$ cat config.mk
export PLATFORM = sky130hd
export DESIGN_NAME = ifetch
export DESIGN_NICKNAME = d
export VERILOG_FILES = /design/src/rtl/ifetch_pkg.sv /design/src/rtl/ifetch_fetch_fifo.sv /design/src/rtl/ifetch.sv
export SDC_FILE = /design/constraint.sdc
export NUM_CORES = 1
export LEC_CHECK = 0
export CAP_MARGIN = 10
export CORE_ASPECT_RATIO = 1.25
export CORE_MARGIN = 1.5
export CORE_UTILIZATION = 55
export DETAILED_ROUTE_END_ITERATION = 7
export HOLD_SLACK_MARGIN = 0.06
export PLACE_DENSITY = 0.79
export SYNTH_ARGS = -nofsm -noshare
export SYNTH_HDL_FRONTEND = slang
export SYNTH_SLANG_ARGS = --single-unit
$ cat constraint.sdc
create_clock -name clk -period 4.1 [get_ports clk]
set_clock_uncertainty 0.05 [all_clocks]
set_input_delay 0.615 -clock clk [delete_from_list [all_inputs] [get_ports clk]]
set_output_delay 0.615 -clock clk [all_outputs]
set_load 0.02 [all_outputs]
$ cat src/rtl/ifetch_pkg.sv
// Shared types and constants for the instruction fetch unit and its queue.
package ifetch_pkg;

    localparam int XLEN = 32;
    localparam int ILEN = 32;

    localparam logic [ILEN-1:0] NOP     = 32'h0000_0013;
    localparam logic [XLEN-1:0] PC_STEP = 32'd4;

    typedef struct packed {
        logic [XLEN-1:0] pc;
        logic [ILEN-1:0] instr;
    } fetch_entry_t;

    // IDLE: nothing outstanding; BUSY: response will be queued; DROP: response will be discarded
    typedef enum logic [1:0] {
        REQ_IDLE = 2'd0,
        REQ_BUSY = 2'd1,
        REQ_DROP = 2'd2
    } req_state_t;

endpackage

$ cat src/rtl/ifetch_fetch_fifo.sv
// Fetch queue: DEPTH-entry circular buffer of {pc, instr}, power-of-two DEPTH >= 2.
module fetch_fifo
    import ifetch_pkg::*;
#(
    parameter int DEPTH = 4
) (
    input  logic         clk,
    input  logic         reset,
    input  logic         flush,
    input  logic         push,
    input  fetch_entry_t push_data,
    input  logic         pop,
    output fetch_entry_t head,
    output logic         full,
    output logic         empty
);

    localparam int AW = $clog2(DEPTH);
    localparam logic [AW:0] PTR_ONE = {{AW{1'b0}}, 1'b1};

    fetch_entry_t mem [DEPTH];
    logic [AW:0]  wr_ptr;
    logic [AW:0]  rd_ptr;
    logic         push_ok;
    logic         pop_ok;

    // Extra pointer MSB distinguishes full from empty when the index bits match.
    assign empty   = (wr_ptr == rd_ptr);
    assign full    = (wr_ptr[AW] != rd_ptr[AW]) && (wr_ptr[AW-1:0] == rd_ptr[AW-1:0]);
    assign push_ok = push && !full;
    assign pop_ok  = pop && !empty;
    assign head    = mem[rd_ptr[AW-1:0]];

    always_ff @(posedge clk) begin
        if (reset || flush) begin
            wr_ptr <= '0;
            rd_ptr <= '0;
        end else begin
            if (push_ok) wr_ptr <= wr_ptr + PTR_ONE;
            if (pop_ok)  rd_ptr <= rd_ptr + PTR_ONE;
        end
    end

    always_ff @(posedge clk) begin
        if (push_ok && !flush) mem[wr_ptr[AW-1:0]] <= push_data;
    end

endmodule

$ cat src/rtl/ifetch.sv
// Instruction fetch: one outstanding memory request feeding a small fetch queue.
// Optional perf counters (perf_fetched, perf_flushes) when IFETCH_PERF_EN is defined.
module ifetch
    import ifetch_pkg::*;
#(
    parameter logic [31:0] RESET_PC = 32'h0000_0000,
    parameter int          DEPTH    = 4
) (
    input  logic        clk,
    input  logic        reset,
    output logic        imem_req,
    output logic [31:0] imem_addr,
    input  logic        imem_ack,
    input  logic [31:0] imem_rdata,
    input  logic        redirect,
    input  logic [31:0] redirect_pc,
    input  logic        id_ready,
    output logic        valid,
    output logic [31:0] instr,
    output logic [31:0] pc
`ifdef IFETCH_PERF_EN
    ,
    output logic [31:0] perf_fetched,
    output logic [31:0] perf_flushes
`endif
);

    req_state_t   state;
    logic [31:0]  fetch_pc;
    fetch_entry_t push_data;
    fetch_entry_t head;
    logic         full;
    logic         empty;
    logic         push;
    logic         pop;

    // Redirect voids both queue operations in the same cycle.
    assign push      = imem_ack && (state == REQ_BUSY) && !redirect;
    assign pop       = !empty && id_ready && !redirect;
    assign push_data = '{pc: fetch_pc, instr: imem_rdata};

    fetch_fifo #(.DEPTH(DEPTH)) u_fifo (
        .clk      (clk),
        .reset    (reset),
        .flush    (redirect),
        .push     (push),
        .push_data(push_data),
        .pop      (pop),
        .head     (head),
        .full     (full),
        .empty    (empty)
    );

    assign valid = !empty;
    assign instr = empty ? NOP : head.instr;
    assign pc    = empty ? 32'h0 : head.pc;

    // A new request only leaves IDLE, so nothing is outstanding and !full means room for
    // its response. Leaving BUSY/DROP always passes through IDLE, giving the 2-cycle spacing.
    always_ff @(posedge clk) begin
        if (reset) begin
            state     <= REQ_IDLE;
            imem_req  <= 1'b0;
            imem_addr <= RESET_PC;
            fetch_pc  <= RESET_PC;
        end else if (redirect) begin
            fetch_pc <= redirect_pc;
            case (state)
                REQ_IDLE: begin
                    state     <= REQ_BUSY;
                    imem_req  <= 1'b1;
                    imem_addr <= redirect_pc;
                end
                default: begin
                    if (imem_ack) begin
                        state    <= REQ_IDLE;
                        imem_req <= 1'b0;
                    end else begin
                        state <= REQ_DROP;
                    end
                end
            endcase
        end else begin
            case (state)
                REQ_IDLE: begin
                    if (!full) begin
                        state     <= REQ_BUSY;
                        imem_req  <= 1'b1;
                        imem_addr <= fetch_pc;
                    end
                end
                REQ_BUSY: begin
                    if (imem_ack) begin
                        state    <= REQ_IDLE;
                        imem_req <= 1'b0;
                        fetch_pc <= fetch_pc + PC_STEP;
                    end
                end
                REQ_DROP: begin
                    if (imem_ack) begin
                        state    <= REQ_IDLE;
                        imem_req <= 1'b0;
                    end
                end
                default: begin
                    state    <= REQ_IDLE;
                    imem_req <= 1'b0;
                end
            endcase
        end
    end

`ifdef IFETCH_PERF_EN
    always_ff @(posedge clk) begin
        if (reset) begin
            perf_fetched <= 32'h0;
            perf_flushes <= 32'h0;
        end else begin
            if (pop)      perf_fetched <= perf_fetched + 32'd1;
            if (redirect) perf_flushes <= perf_flushes + 32'd1;
        end
    end
`endif

endmodule

==> impl_metrics.toml, run 1 <==
[sta]
min_period_over_period_pct = 90.1
setup_tns_ps = 0
rsz0062_at_grt = "no"
tightest_slew_ps = 923
finalMaxSlewViolations = 0
period_minus_slack_ps = 3700
maxSlewHeadroom_pct = 38.5
hold_violations = 0
fin_ws_ps = 405
setup_viol = 0
timing.fmax_mhz = 271

[hold_path]
hold_class = "flop to flop"

[logic_synthesis]
synthDistinctLibCells = 45
syn_inst = 846
yosys_warnings = 0
synth_area_mm2 = 0.0134
ys_seq_area_share_pct = 68.6
syn_nets = 924
synth_seq_cells = 331
avgSynthCellArea_um2 = 15.8

[placement]
gp_congestion = 0.763
place_ws_ps = 732
placed_area_mm2 = 0.0155
portBuffers = 166
dp_hpwl_um = 17800

[global_routing]
grt_pass1_vias = 7949
grt.total_usage_pct = 23.2
grt_max_degree = 66
grt_pass1_wl_um = 44300
grt_overflow = 0
antenna_found_initial = 1

[finish]
fin_nets = 1099
final_area_mm2 = 0.0166
fin_util_pct = 69.7
drive_gt1_share_pct = 14.3
area_delta_synth_final_pct = 23.9
layout_commonest_cell = "edfxtp_1"
fillCellCount = 1609
final_cell_mix = "edfxtp_1, clkdlybuf4s50_1, dfxtp_1, nor2_1, mux4_2"

[power_and_ir_drop]
leakagePower_nw = 5.45
power_density_mw_per_mm2 = 436
irDropWorstVdd_v = 0.000300
power_w = 0.00723

[clock_network]
cts_tree = "yes"
clk_path_buf_depth = 3
path_clk_slew_ps = 60
cts.sinks = 331
cts_resized = 0
post_cts_buffers = 0
root_buffer = "clkbuf_16"
h-tree-depth = 2
hold_buffers = 0
cts_buffers = 34
worstSkewPairLatency_ps = 510

[critical_path]
worstPathRequired_ps = 3430
critPathArrivalTime_ps = 3030
crit_type = "flop to primary output"
worstSetupEndpointType = "primary output"
cpMaxStageDelayCell = "clkdlybuf4s50_1"
slowest_delay_ps = 620
crit_chain = "xor2_1 > nor3_1 > inv_4 > buf_4 > and2_1 > clkdlybuf4s50_1"
crit_path_start_kind = "flop"
cp_max_fo = 38
crit_buf_inv = 3
crit_family = "buffers and inverters"

[die]
rows = 63
io-pin-count = 167
die-area_mm2 = 0.0253
die_w_um = 143
initial_core_util_pct = 56.2
fp.dieH_um = 177
core_area_mm2 = 0.0238

[route]
drt-pass1-iter-count = 4
num_vias = 7955
drt-initial-drc-count = 438
ant_nets = 0
wl_per_cell_um = 20.8
avgViaCountPerCell = 5.80
routed_wirelength_um = 28600
route.detailed.drc = 0

[flow_run]
cap_violations = 0

[run_status]
outcome = "complete, no violations"
state kept, by name, indices dropped and copies added, names as in the netlist, named ones only:
name,count
u_fifo.rd_ptr,3
state,2
imem_req,1
fetch_pc,32
u_fifo.wr_ptr,3
imem_addr,32
u_fifo.mem,256
synthesized netlist by cell type, drive strengths merged:
cell type / number / share of area [%]
nor2: 68 / 1.9
nand3: 17 / 0.64
nor4: 6 / 0.28
a311oi: 21 / 1.4
a31oi: 2 / 0.093
buf: 16 / 0.48
and4: 5 / 0.34
nor2b: 4 / 0.19
a21oi: 11 / 0.41
mux4: 64 / 11
a41oi: 1 / 0.065
edfxtp: 256 / 57
or2: 5 / 0.23
o31a: 2 / 0.13
nand2b: 3 / 0.14
a22o: 1 / 0.065
nor3b: 2 / 0.11
xor2: 7 / 0.46
o21ai: 10 / 0.37
or4: 11 / 0.62
nand4: 7 / 0.37
nand2: 30 / 0.90
a41o: 1 / 0.075
a211oi: 33 / 1.9
and3: 4 / 0.19
o31ai: 11 / 0.62
mux2i: 25 / 1.9
clkbuf: 34 / 0.95
a2111oi: 2 / 0.14
and2: 67 / 3.1
dfxtp: 75 / 11
o21a: 1 / 0.056
o21bai: 2 / 0.11
xnor2: 11 / 0.72
nor3: 4 / 0.15
o311ai: 1 / 0.065
or3: 6 / 0.28
inv: 10 / 0.28
ha: 9 / 0.84
o41a: 1 / 0.084
layout make-up:
type | count | area (um2) | area share [%]
Antenna cell | 1 | 2.50 | 0.0151
Clock buffer | 50 | 973 | 5.87
Clock inverter | 11 | 81.3 | 0.490
Inverter | 10 | 40.0 | 0.241
Multi-Input combinational cell | 455 | 4000 | 24.1
Sequential cell | 331 | 9200 | 55.5
Tap cell | 325 | 407 | 2.45
Timing Repair Buffer | 189 | 1890 | 11.4
routing by layer:
metal	global-route usage [%]	wire length, um
met5	0	0
met3	4.34	1640
met4	7.95	843
met1	30.2	11700
met2	39.3	14400
through the flow:
| stage | cells | hold WS (ps) |
|---|---|---|
| floorplan | 846 | 409 |
| global placement | 1310 | 425 |
| detailed placement | 1310 | 434 |
| CTS | 1371 | 445 |
| global route | 1371 | 481 |
| finish | 1372 | 443 |
logic make-up (layout without fill, tap and decap cells):
family,Yosys count,in the layout,synth area share [%]
and+or+nand+nor,239,239,9.47
adders and majority gates,9,9,0.841
other,0,1,0
xor gates and xnor gates,18,18,1.18
buffers and inverters,60,260,1.71
AOI/OAI and AO/OA,100,100,5.52
muxes,89,89,12.6
DFF,331,331,68.6
report_power, final:
part	switching (W)	total [W]	leakage, nW	internal (W)
Clock	0.00120	0.00291	0.513	0.00171
Sequential	0.0000848	0.00379	2.95	0.00371
Combinational	0.000280	0.000531	1.98	0.000251
worst paths after layout:
path	start	slack [ps]	to	cells past startpoint
max reg2reg	fetch_pc[3]	1570	fetch_pc[28]	5
min reg2reg	imem_addr[1]	440	imem_addr[1]	2
min	imem_addr[1]	440	imem_addr[1]	2
max	u_fifo.wr_ptr[2]	400	pc[4]	6
tightest hold or removal path, cell delays in order, from the launching register on:
cell	delay [ps]
dfxtp_1	320
nand2b_1	70
o21ai_0	60
Note: power is estimated with default switching activity, not from simulation.
==> run 2, diff against run 1 <==
--- a/config.mk
+++ b/config.mk
@@ -11,7 +11,8 @@
 export CORE_UTILIZATION = 55
 export DETAILED_ROUTE_END_ITERATION = 7
 export HOLD_SLACK_MARGIN = 0.06
-export PLACE_DENSITY = 0.79
+export PLACE_DENSITY = 0.85
+export SKIP_LAST_GASP = 1
 export SYNTH_ARGS = -nofsm -noshare
 export SYNTH_HDL_FRONTEND = slang
 export SYNTH_SLANG_ARGS = --single-unit
==> run 2 against run 1 <==
Fmax decreased by 4.0%; critical path depth unchanged; global-route usage decreased by 0.24 points; sequential power barely moved; sequential share of layout area up 0.38 points; cell area shrank 0.68%; die area stayed put; setup slack got worse by 150 ps; combinational power about the same; routed wire length is 0.32% lower; critical path type unchanged; largest power group unchanged.
==> impl_metrics.toml, run 2 (synthesis gave the netlist of run 1 again) <==
[run_status]
outcome = "complete, no violations"

[die]
io-pin-count = 167
rows = 63
die_w_um = 143
fp.dieH_um = 177
initial_core_util_pct = 56.2
die-area_mm2 = 0.0253
core_area_mm2 = 0.0238

[route]
avgViaCountPerCell = 5.82
drt-initial-drc-count = 565
wl_per_cell_um = 20.9
route.detailed.drc = 0
routed_wirelength_um = 28500
num_vias = 7950
drt-pass1-iter-count = 5
ant_nets = 0

[hold_path]
min_delay_worst_endpoint = "imem_addr[1]"
worstHoldStart = "imem_addr[1]"
hold_class = "flop to flop"
whs_path_depth = 2

[critical_path]
regToRegSetupSlack_ps = 1640
worstPathRequired_ps = 3430
crit_chain = "xor2_1 > buf_4 > nor3_1 > inv_2 > and2_1 > clkdlybuf4s50_1"
crit_type = "flop to primary output"
crit_path_start_kind = "flop"
rr_startpoint = "state[1]"
cp_max_fo = 63
worstSetupEndpointType = "primary output"
reg2reg_to = "u_fifo.mem[0][7]"
ff2ff_path_depth = 7
critPathArrivalTime_ps = 3180
cpMaxStageDelayCell = "clkdlybuf4s50_1"
slowest_delay_ps = 560

[global_routing]
grt.total_usage_pct = 23.0
grt_max_degree = 64
grt_overflow = 0
antenna_found_initial = 3
grt_pass1_wl_um = 44300
grt_pass1_vias = 8016

[sta]
timing.fmax_mhz = 260
finalMaxSlewViolations = 0
setup_viol = 0
hold_violations = 0
min_period_over_period_pct = 93.9
period_minus_slack_ps = 3850
hold_slack_ps = 442
maxSlewHeadroom_pct = 39.9
rsz0062_at_grt = "no"
tightest_slew_ps = 901
setup_tns_ps = 0

[finish]
area_delta_synth_final_pct = 23.1
final_cell_mix = "edfxtp_1, clkdlybuf4s50_1, dfxtp_1, nor2_1, mux4_2"
largest_reg_flops = 256
fin_nets = 1092
drive_gt1_share_pct = 14.0
layout_commonest_cell = "edfxtp_1"
finalNonFillerCells = 1365

[power_and_ir_drop]
power_w = 0.00707
power_density_mw_per_mm2 = 429
leakagePower_nw = 5.39
irDropWorstVdd_v = 0.000327

[clock_network]
cts.sinks = 331
worstSkewPairLatency_ps = 550
post_cts_buffers = 0
hold_buffers = 0
h-tree-depth = 1
root_buffer = "clkbuf_16"
cts_buffers = 31
path_clk_slew_ps = 70
cts_tree = "yes"
cts_resized = 0
clk_path_buf_depth = 3

[placement]
dp_cells = 1306
dp_hpwl_um = 18100
portBuffers = 166
gp_congestion = 0.798

[flow_run]
cap_violations = 0
-- run 2: through the flow --
| stage | cell area [um2] | worst slack [ps] | util, % |
|---|---|---|---|
| 3_3_place_gp | 15500 | 1000 | 65.1 |
| 3_5_place_dp | 15500 | 859 | 65.1 |
| 2_1_floorplan | 13400 | 685 | - |
| 5_1_grt | 16500 | 54.0 | 69.2 |
| 4_1_cts | 16500 | 222 | 69.2 |
| 6_report | 16500 | 251 | 69.2 |
-- run 2: worst max-delay path: cells and delay by family, from the launching register on --
kind                   cells  cell delay (ps)
flip-flops                 1              340
XOR/XNOR                   1              160
AND/OR/NAND/NOR            2              840
buffers and inverters      3             1260
-- run 2: worst max path at each step --
stage	start	endpoint	slack (ps)	cells after the start
final	u_fifo.wr_ptr[2]	pc[30]	250	6
after global routing	u_fifo.wr_ptr[2]	pc[30]	50	6
after CTS	u_fifo.wr_ptr[2]	pc[30]	220	6
after detailed placement	u_fifo.wr_ptr[2]	instr[7]	860	6
after global placement	imem_ack	u_fifo.mem[3][7]	1000	6
after floorplan	imem_ack	u_fifo.wr_ptr[2]	680	4
-- run 2: power breakdown --
part	internal, W	switching, W
clock network	0.00158	0.00117
registers	0.00370	0.0000837
logic	0.000251	0.000280
-- run 2: routing by layer --
layer | GRT usage (%) | wire length [um] | share of wire [%]
met4 | 7.60 | 704 | 2.5
met3 | 3.35 | 1680 | 5.9
met5 | 0 | 14 | 0.049
met1 | 28.9 | 11000 | 39
met2 | 40.8 | 15100 | 53
-- run 2: layout make-up --
class	instances	area, um2
diodes	2	5.00
clock buffers	42	817
clock inverters	15	155
fillers	1608	7330
inverters	10	37.5
multi-input cells	455	4000
flip-flops and latches	331	9200
well taps	325	407
repair buffers	185	1860
